[src/rtl/serial_arith_pkg.sv]
// Shared definitions for the bit-serial arithmetic blocks.
// Holds the controller state encoding and a constant clog2 helper used
// to size the bit counter, so every serial block agrees on both.
package serial_arith_pkg;

    // Controller states for a serial operation: waiting, shifting one bit
    // per clock, and the single result-valid cycle.
    typedef enum logic [1:0] {
        IDLE  = 2'd0,
        SHIFT = 2'd1,
        DONE  = 2'd2
    } state_t;

    // Ceiling log2 usable in constant expressions (parameter sizing).
    // clog2(1) = 0, clog2(8) = 3, clog2(9) = 4.
    function automatic int clog2(input int value);
        int result;
        int remaining;
        result    = 0;
        remaining = value - 1;
        while (remaining > 0) begin
            result    = result + 1;
            remaining = remaining >> 1;
        end
        return result;
    endfunction

endpackage

[src/rtl/bit_serial_addsub_if.sv]
// Request/result bundle for the bit-serial add/subtract unit.
// Signals:
//   start, sub, a, b  : request issued by the controller (master)
//   busy, done        : progress flags returned by the unit (slave)
//   sum, cout, ovf    : registered result, carry/no-borrow, signed overflow
interface bit_serial_addsub_if #(
    parameter int WIDTH = 8
);

    logic             start;
    logic             sub;
    logic [WIDTH-1:0] a;
    logic [WIDTH-1:0] b;
    logic             busy;
    logic             done;
    logic [WIDTH-1:0] sum;
    logic             cout;
    logic             ovf;

    // The controller drives requests and observes results.
    modport master (
        output start, sub, a, b,
        input  busy, done, sum, cout, ovf
    );

    // The arithmetic unit consumes requests and produces results.
    modport slave (
        input  start, sub, a, b,
        output busy, done, sum, cout, ovf
    );

endinterface

[src/rtl/serial_fa_cell.sv]
// One full-adder cell with its carry flop, the arithmetic core of the
// bit-serial unit.
// Ports:
//   clk, clr_n    : clock and asynchronous active-low clear of the carry
//   load_i        : load carry_init_i as the starting carry (synchronous)
//   carry_init_i  : initial carry (1 for subtraction, providing the +1)
//   en_i          : advance the carry by one bit position
//   a_i, b_i      : current operand bits
//   sum_o         : sum bit for the current position
//   cout_o        : carry out of the current position
//   cin_o         : carry into the current position (needed for overflow)
module serial_fa_cell (
    input  logic clk,
    input  logic clr_n,
    input  logic load_i,
    input  logic carry_init_i,
    input  logic en_i,
    input  logic a_i,
    input  logic b_i,
    output logic sum_o,
    output logic cout_o,
    output logic cin_o
);

    logic carry_q;
    logic carry_d;

    assign cin_o  = carry_q;
    assign sum_o  = a_i ^ b_i ^ carry_q;
    assign cout_o = (a_i & b_i) | (a_i & carry_q) | (b_i & carry_q);

    // Load takes priority so a new operation can be accepted in the same
    // cycle the previous one finishes.
    always_comb begin
        carry_d = carry_q;
        if (load_i) begin
            carry_d = carry_init_i;
        end else if (en_i) begin
            carry_d = cout_o;
        end
    end

    always_ff @(posedge clk or negedge clr_n) begin
        if (!clr_n) begin
            carry_q <= 1'b0;
        end else begin
            carry_q <= carry_d;
        end
    end

endmodule

[src/rtl/bit_serial_addsub.sv]
// Bit-serial adder/subtractor behind a start/busy/done handshake.
// Operands are shifted out LSB first through a single full-adder cell;
// the result appears WIDTH clocks after the accepting edge with a
// one-cycle done pulse, and stays stable until the next completion.
// Ports:
//   clk    : rising-edge clock
//   clr_n  : asynchronous active-low reset; abandons any operation
//   bus    : slave side of bit_serial_addsub_if
//            (start/sub/a/b in, busy/done/sum/cout/ovf out, all registered)
module bit_serial_addsub
    import serial_arith_pkg::*;
#(
    parameter int WIDTH = 8
) (
    input  logic                 clk,
    input  logic                 clr_n,
    bit_serial_addsub_if.slave   bus
);

    localparam int CW = clog2(WIDTH) + 1;

    state_t           state_q, state_d;
    logic [WIDTH-1:0] opA_q, opA_d;
    logic [WIDTH-1:0] opB_q, opB_d;
    logic [WIDTH-1:0] acc_q, acc_d;
    logic [CW-1:0]    count_q, count_d;
    logic [WIDTH-1:0] sum_q, sum_d;
    logic             cout_q, cout_d;
    logic             ovf_q, ovf_d;
    logic             busy_q, busy_d;
    logic             done_q, done_d;

    logic             load;
    logic             shiftEn;
    logic             lastBit;
    logic             faSum;
    logic             faCout;
    logic             faCin;
    logic [WIDTH-1:0] accShift;

    serial_fa_cell u_fa (
        .clk          (clk),
        .clr_n        (clr_n),
        .load_i       (load),
        .carry_init_i (bus.sub),
        .en_i         (shiftEn),
        .a_i          (opA_q[0]),
        .b_i          (opB_q[0]),
        .sum_o        (faSum),
        .cout_o       (faCout),
        .cin_o        (faCin)
    );

    // The new sum bit enters at the MSB, so after WIDTH shifts the LSB
    // computed first has reached bit 0. A one-bit accumulator is just the bit.
    generate
        if (WIDTH == 1) begin : gNarrowAcc
            assign accShift = faSum;
        end else begin : gWideAcc
            assign accShift = {faSum, acc_q[WIDTH-1:1]};
        end
    endgenerate

    assign lastBit = (count_q == CW'(WIDTH - 1));

    // Next-state and datapath control. Accept is possible in IDLE and in
    // DONE so back-to-back requests lose no cycle. Subtraction is a + ~b + 1,
    // with the +1 supplied as the initial carry. Result registers are only
    // written on the last shift, so the previous result stays visible.
    always_comb begin
        state_d = state_q;
        opA_d   = opA_q;
        opB_d   = opB_q;
        acc_d   = acc_q;
        count_d = count_q;
        sum_d   = sum_q;
        cout_d  = cout_q;
        ovf_d   = ovf_q;
        load    = 1'b0;
        shiftEn = 1'b0;

        case (state_q)
            IDLE, DONE: begin
                if (bus.start) begin
                    load    = 1'b1;
                    opA_d   = bus.a;
                    opB_d   = bus.sub ? ~bus.b : bus.b;
                    acc_d   = '0;
                    count_d = '0;
                    state_d = SHIFT;
                end else begin
                    state_d = IDLE;
                end
            end
            SHIFT: begin
                shiftEn = 1'b1;
                opA_d   = opA_q >> 1;
                opB_d   = opB_q >> 1;
                acc_d   = accShift;
                count_d = count_q + CW'(1);
                if (lastBit) begin
                    sum_d   = accShift;
                    cout_d  = faCout;
                    ovf_d   = faCin ^ faCout;
                    state_d = DONE;
                end
            end
            default: begin
                state_d = IDLE;
            end
        endcase

        busy_d = (state_d == SHIFT);
        done_d = (state_d == DONE);
    end

    // State, operand, accumulator and result registers. busy and done are
    // registered copies of the next state so every output is a flop.
    always_ff @(posedge clk or negedge clr_n) begin
        if (!clr_n) begin
            state_q <= IDLE;
            opA_q   <= '0;
            opB_q   <= '0;
            acc_q   <= '0;
            count_q <= '0;
            sum_q   <= '0;
            cout_q  <= 1'b0;
            ovf_q   <= 1'b0;
            busy_q  <= 1'b0;
            done_q  <= 1'b0;
        end else begin
            state_q <= state_d;
            opA_q   <= opA_d;
            opB_q   <= opB_d;
            acc_q   <= acc_d;
            count_q <= count_d;
            sum_q   <= sum_d;
            cout_q  <= cout_d;
            ovf_q   <= ovf_d;
            busy_q  <= busy_d;
            done_q  <= done_d;
        end
    end

    assign bus.busy = busy_q;
    assign bus.done = done_q;
    assign bus.sum  = sum_q;
    assign bus.cout = cout_q;
    assign bus.ovf  = ovf_q;

endmodule

[src/flat_wrapper.sv]
// flat-port wrapper written by rule: the top's interface ports become plain ports
module bit_serial_addsub_flat import serial_arith_pkg::*;
#(
    parameter int WIDTH = 8
)
  (clk, clr_n, bus_start, bus_sub, bus_a, bus_b, bus_busy, bus_done, bus_sum, bus_cout, bus_ovf);
  bit_serial_addsub_if #(.WIDTH(WIDTH)) bus_i ();
  input  logic clk;
  input  logic clr_n;
  input wire logic [$bits(bus_i.start)-1:0] bus_start;
  input wire logic [$bits(bus_i.sub)-1:0] bus_sub;
  input wire logic [$bits(bus_i.a)-1:0] bus_a;
  input wire logic [$bits(bus_i.b)-1:0] bus_b;
  output wire logic [$bits(bus_i.busy)-1:0] bus_busy;
  output wire logic [$bits(bus_i.done)-1:0] bus_done;
  output wire logic [$bits(bus_i.sum)-1:0] bus_sum;
  output wire logic [$bits(bus_i.cout)-1:0] bus_cout;
  output wire logic [$bits(bus_i.ovf)-1:0] bus_ovf;
  assign bus_i.start = bus_start;
  assign bus_i.sub = bus_sub;
  assign bus_i.a = bus_a;
  assign bus_i.b = bus_b;
  assign bus_busy = bus_i.busy;
  assign bus_done = bus_i.done;
  assign bus_sum = bus_i.sum;
  assign bus_cout = bus_i.cout;
  assign bus_ovf = bus_i.ovf;
  bit_serial_addsub #(.WIDTH(WIDTH)) u_core (.clk(clk), .clr_n(clr_n), .bus(bus_i));
endmodule
[config.mk]
export PLATFORM = sky130hd
export DESIGN_NAME = bit_serial_addsub_flat
export DESIGN_NICKNAME = d
export VERILOG_FILES = /design/src/rtl/serial_arith_pkg.sv /design/src/rtl/bit_serial_addsub_if.sv /design/src/rtl/serial_fa_cell.sv /design/src/rtl/bit_serial_addsub.sv /design/src/flat_wrapper.sv
export SDC_FILE = /design/constraint.sdc
export NUM_CORES = 1
export LEC_CHECK = 0
export CORE_ASPECT_RATIO = 2
export CORE_MARGIN = 2
export CORE_UTILIZATION = 35
export CTS_BUF_LIST = sky130_fd_sc_hd__clkbuf_4
export CTS_CLUSTER_DIAMETER = 80
export CTS_CLUSTER_SIZE = 40
export DETAILED_ROUTE_END_ITERATION = 6
export PLACE_DENSITY_LB_ADDON = 0.12
export SLEW_MARGIN = 20
export SYNTH_ARGS = -nofsm -noshare
export SYNTH_HDL_FRONTEND = slang
export SYNTH_HIERARCHICAL = 1
export SYNTH_SLANG_ARGS = --single-unit
export TNS_END_PERCENT = 30
[constraint.sdc]
create_clock -name clk -period 1.6 [get_ports clk]
set_clock_uncertainty 0.1 [all_clocks]
set_input_delay 0.32 -clock clk [delete_from_list [all_inputs] [get_ports clk]]
set_output_delay 0.32 -clock clk [all_outputs]
set_load 0.03 [all_outputs]
==> flow_summary_export.csv <==
group,metric,value,unit
logic_synthesis,yosysMostFrequentCell,"dfrtp_1",
power,p_leak,0.00114,uW
floorplanning,core,4860,sq um
clocking,cts.reportedPaths.clkPinSlew,0.13,ns
clocking,worstSkewPairLatency,0.34,ns
logic_synthesis,synth_top_area_share,59.6,%
cells_and_area,drive_gt1_share,21.5,%
sta,final-setup-viol-count,6,
logic_synthesis,synthArstFlopShare,100,%
floorplanning,initial_core_util,36.3,%
clocking,cts_root_buf,"clkbuf_4",
place,gp_congestion,0.685,
flow_run,max_cap_violations,0,
cells_and_area,antenna_cells,0,
setup_path,end_kind,"flop",
sta,max_freq,619,MHz
grt,antenna_found_initial,0,
logic_synthesis,synth_nets,153,
setup_path,r2r_end,"u_core/bus.cout",
logic_synthesis,synth_commonest_cells,"dfrtp_1 (42), a22o_1 (18), mux2_2 (10), nor2_1 (8), xnor2_1 (8)",
floorplanning,die_h,104,um
place,place_inst,221,
clocking,cts_max_path_buffers,2,
drt,drc,0,
sta,fin_crit_sh,101,%
drt,via_per_inst,5.16,
drt,drtPass1Iterations,3,
clocking,cts_tree,"built",
floorplanning,die_w,54.2,um
logic_synthesis,synthCells,131,
cells_and_area,multi_input_area,729,sq um
place,placed_area,2190,sq um
sta,holdWs,0.367,ns
hold_path,hp-class,"in -> async",
cells_and_area,fin_nets,198,
cells_and_area,utilization,48.3,%
power,seqPwrFrac,42.0,%
power,power.internal,2760,uW
clocking,cts_sinks,42,
drt,wirelength,3.53,mm
drt,dr_total_vias,1208,
drt,avgRoutedWirePerCell,15.1,um
sta,hold_viol_final,0,
drt,ant_nets,0,
floorplanning,fp.dieArea,5660,sq um
grt,grt_pass1_wl,6.02,mm
setup_path,crit_required,1.73,ns
floorplanning,std_cell_rows,36,
logic_synthesis,synth_area_leader_cell,"dfrtp_1",
setup_path,arrival,1.75,ns
drt,drtIter0Drc,29,
cells_and_area,regArea,1050,sq um
logic_synthesis,synthDistinctLibCells,25,
sta,period_needed,1.61,ns
power,ir_drop,1.05,mV
setup_path,rr_worst_depth,5,
logic_synthesis,synth_seq_cells,42,
grt,grt_pass1_vias,1340,
clocking,htree_num_levels,2,
place,dp_hpwl,2.37,mm
grt,overflow,0,
grt,grtUsageTotal,14.1,%
logic_synthesis,yosys_warnings,6,
logic_synthesis,postSynthAreaPerCell,13.5,sq um
floorplanning,io_pins,32,
setup_path,reg2reg_setup_slack,-0.01,ns
power,clock_power_share,11.5,%
cells_and_area,final_cells,234,
logic_synthesis,synthTopCellsByArea,"dfrtp_1 (60%), a22o_1 (8.9%), mux2_2 (6.4%)",
setup_path,crit_path_start_kind,"flop",
power,power-per-cell-area,1850,nW/um^2
logic_synthesis,syn-cell-area,1760,sq um
setup_path,cp_max_fo,6,
cells_and_area,fillers,460,
logic_synthesis,seq_area_frac_synth,59.6,%
sta,max_slew.worst_pin.slew,0.530,ns
setup_path,crit_type,"reg -> reg",
run_status,violations,"setup timing",
logic_synthesis,synth_flop_cell,"dfrtp_1",
cells_and_area,fin_area,2350,sq um
sta,slew_viol_final,0,
logic_synthesis,synth_edf_count,0,
power,swShare,36.7,%
grt,grt_max_degree,43,
place,port_buffers,31,
setup_path,rr_startpoint,"u_core/count_q[0]",
sta,setup_slack,-0.0143,ns
clocking,numCtsBuffers,5,
cells_and_area,area_growth,33.3,%
sta,tns,-0.0551,ns
sta,relSlewSlack,64.6,%
power,switching_power,1600,uW
power,combPwrFrac,46.5,%
sta,rsz0062_at_grt,"yes",
run_status,status,"finished with violations",
## metal layers
metal	track usage [%]	part of all wire, %	vias up
li1	-	-	560
met1	16.4	40	616
met2	23.8	55	26
met3	3.16	3.1	6
met4	5.36	2.0	0
met5	0	0	-
## power groups by stage
stage	clock (uW)	combinational (uW)	sequential, uW
floorplan	0	1090	2000
global placement	0	1870	1810
detailed placement	0	1920	1830
CTS	536	1860	1800
global route	599	2210	1890
finish	502	2030	1830
## worst max-delay path, cell delays in order, from the launching register on
cell and delay [ns]:
dfrtp_1 0.43, ha_4 0.18, nand2_4 0.05, nor3b_4 0.25, buf_6 0.19, mux2_4 0.30
## through the flow
stage	power, uW	setup WS (ns)
6_report	4360	-0.0143
3_5_place_dp	3750	-0.441
5_1_grt	4700	-0.0995
3_3_place_gp	3680	-0.396
2_1_floorplan	3090	0.0393
4_1_cts	4200	0.00291
## layout by cell type, fill, tap and decap left out, types with 3 or more instances in the layout
cell	count
nand2_1	4
xnor2_1	8
nor2_1	8
a22o_1	18
buf_4	12
mux2i_1	3
clkbuf_4	5
clkdlybuf4s15_1	7
dfrtp_1	42
a221o_1	7
dlygate4sd2_1	5
clkdlybuf4s50_1	18
a21o_1	7
mux2_4	10
## layout make-up
type	count	area share (%)
Sequential cell	42	44.7
Clock buffer	5	1.60
Clock inverter	3	0.692
Multi-Input combinational cell	79	31.0
Tap cell	57	3.03
Timing Repair Buffer	47	18.8
Inverter	1	0.160
## registers in the layout, indices dropped and copies added, names as in the netlist
register,cells
u_core/count_q,4
u_core/opB_q,8
u_core/bus.busy,1
u_core/opA_q,8
u_core/u_fa/cin_o,1
u_core/bus.sum,8
u_core/bus.ovf,1
u_core/bus.cout,1
u_core/state_q,2
u_core/bus.done,1
u_core/acc_q,7
## kinds of logic after synthesis
group / count (synthesis) / share of synthesized area [%]
mux: 13 / 8.09
fa+ha+maj: 2 / 1.84
compound gates: 34 / 16.5
buf+inv: 10 / 2.98
xor+xnor: 10 / 4.96
flops: 42 / 59.6
simple gates: 20 / 6.10
## how the worst max path moves through the flow
stage	startpoint	to	slack [ns]	depth (start not counted)
6_report	u_core/count_q[0]	u_core/bus.cout	-0.01	5
5_1_grt	u_core/count_q[0]	u_core/bus.cout	-0.1	5
4_1_cts	u_core/count_q[0]	u_core/bus.sum[7]	0.003	5
3_5_place_dp	bus_start	u_core/opB_q[2]	-0.44	5
3_3_place_gp	bus_start	u_core/opB_q[2]	-0.40	5
2_1_floorplan	u_core/count_q[0]	u_core/bus.cout	0.04	5
## repair_timing
action                                  4_1_cts  5_1_grt
resized for setup                            15       24
hold buffers                                  1        0
cloned                                        0        1
endpoints found under the setup margin       46       16
pin swaps                                     2        2
setup buffers                                 0        3
hold endpoints to repair                     42        0
No activity file was read; power rests on OpenSTA's default activity.
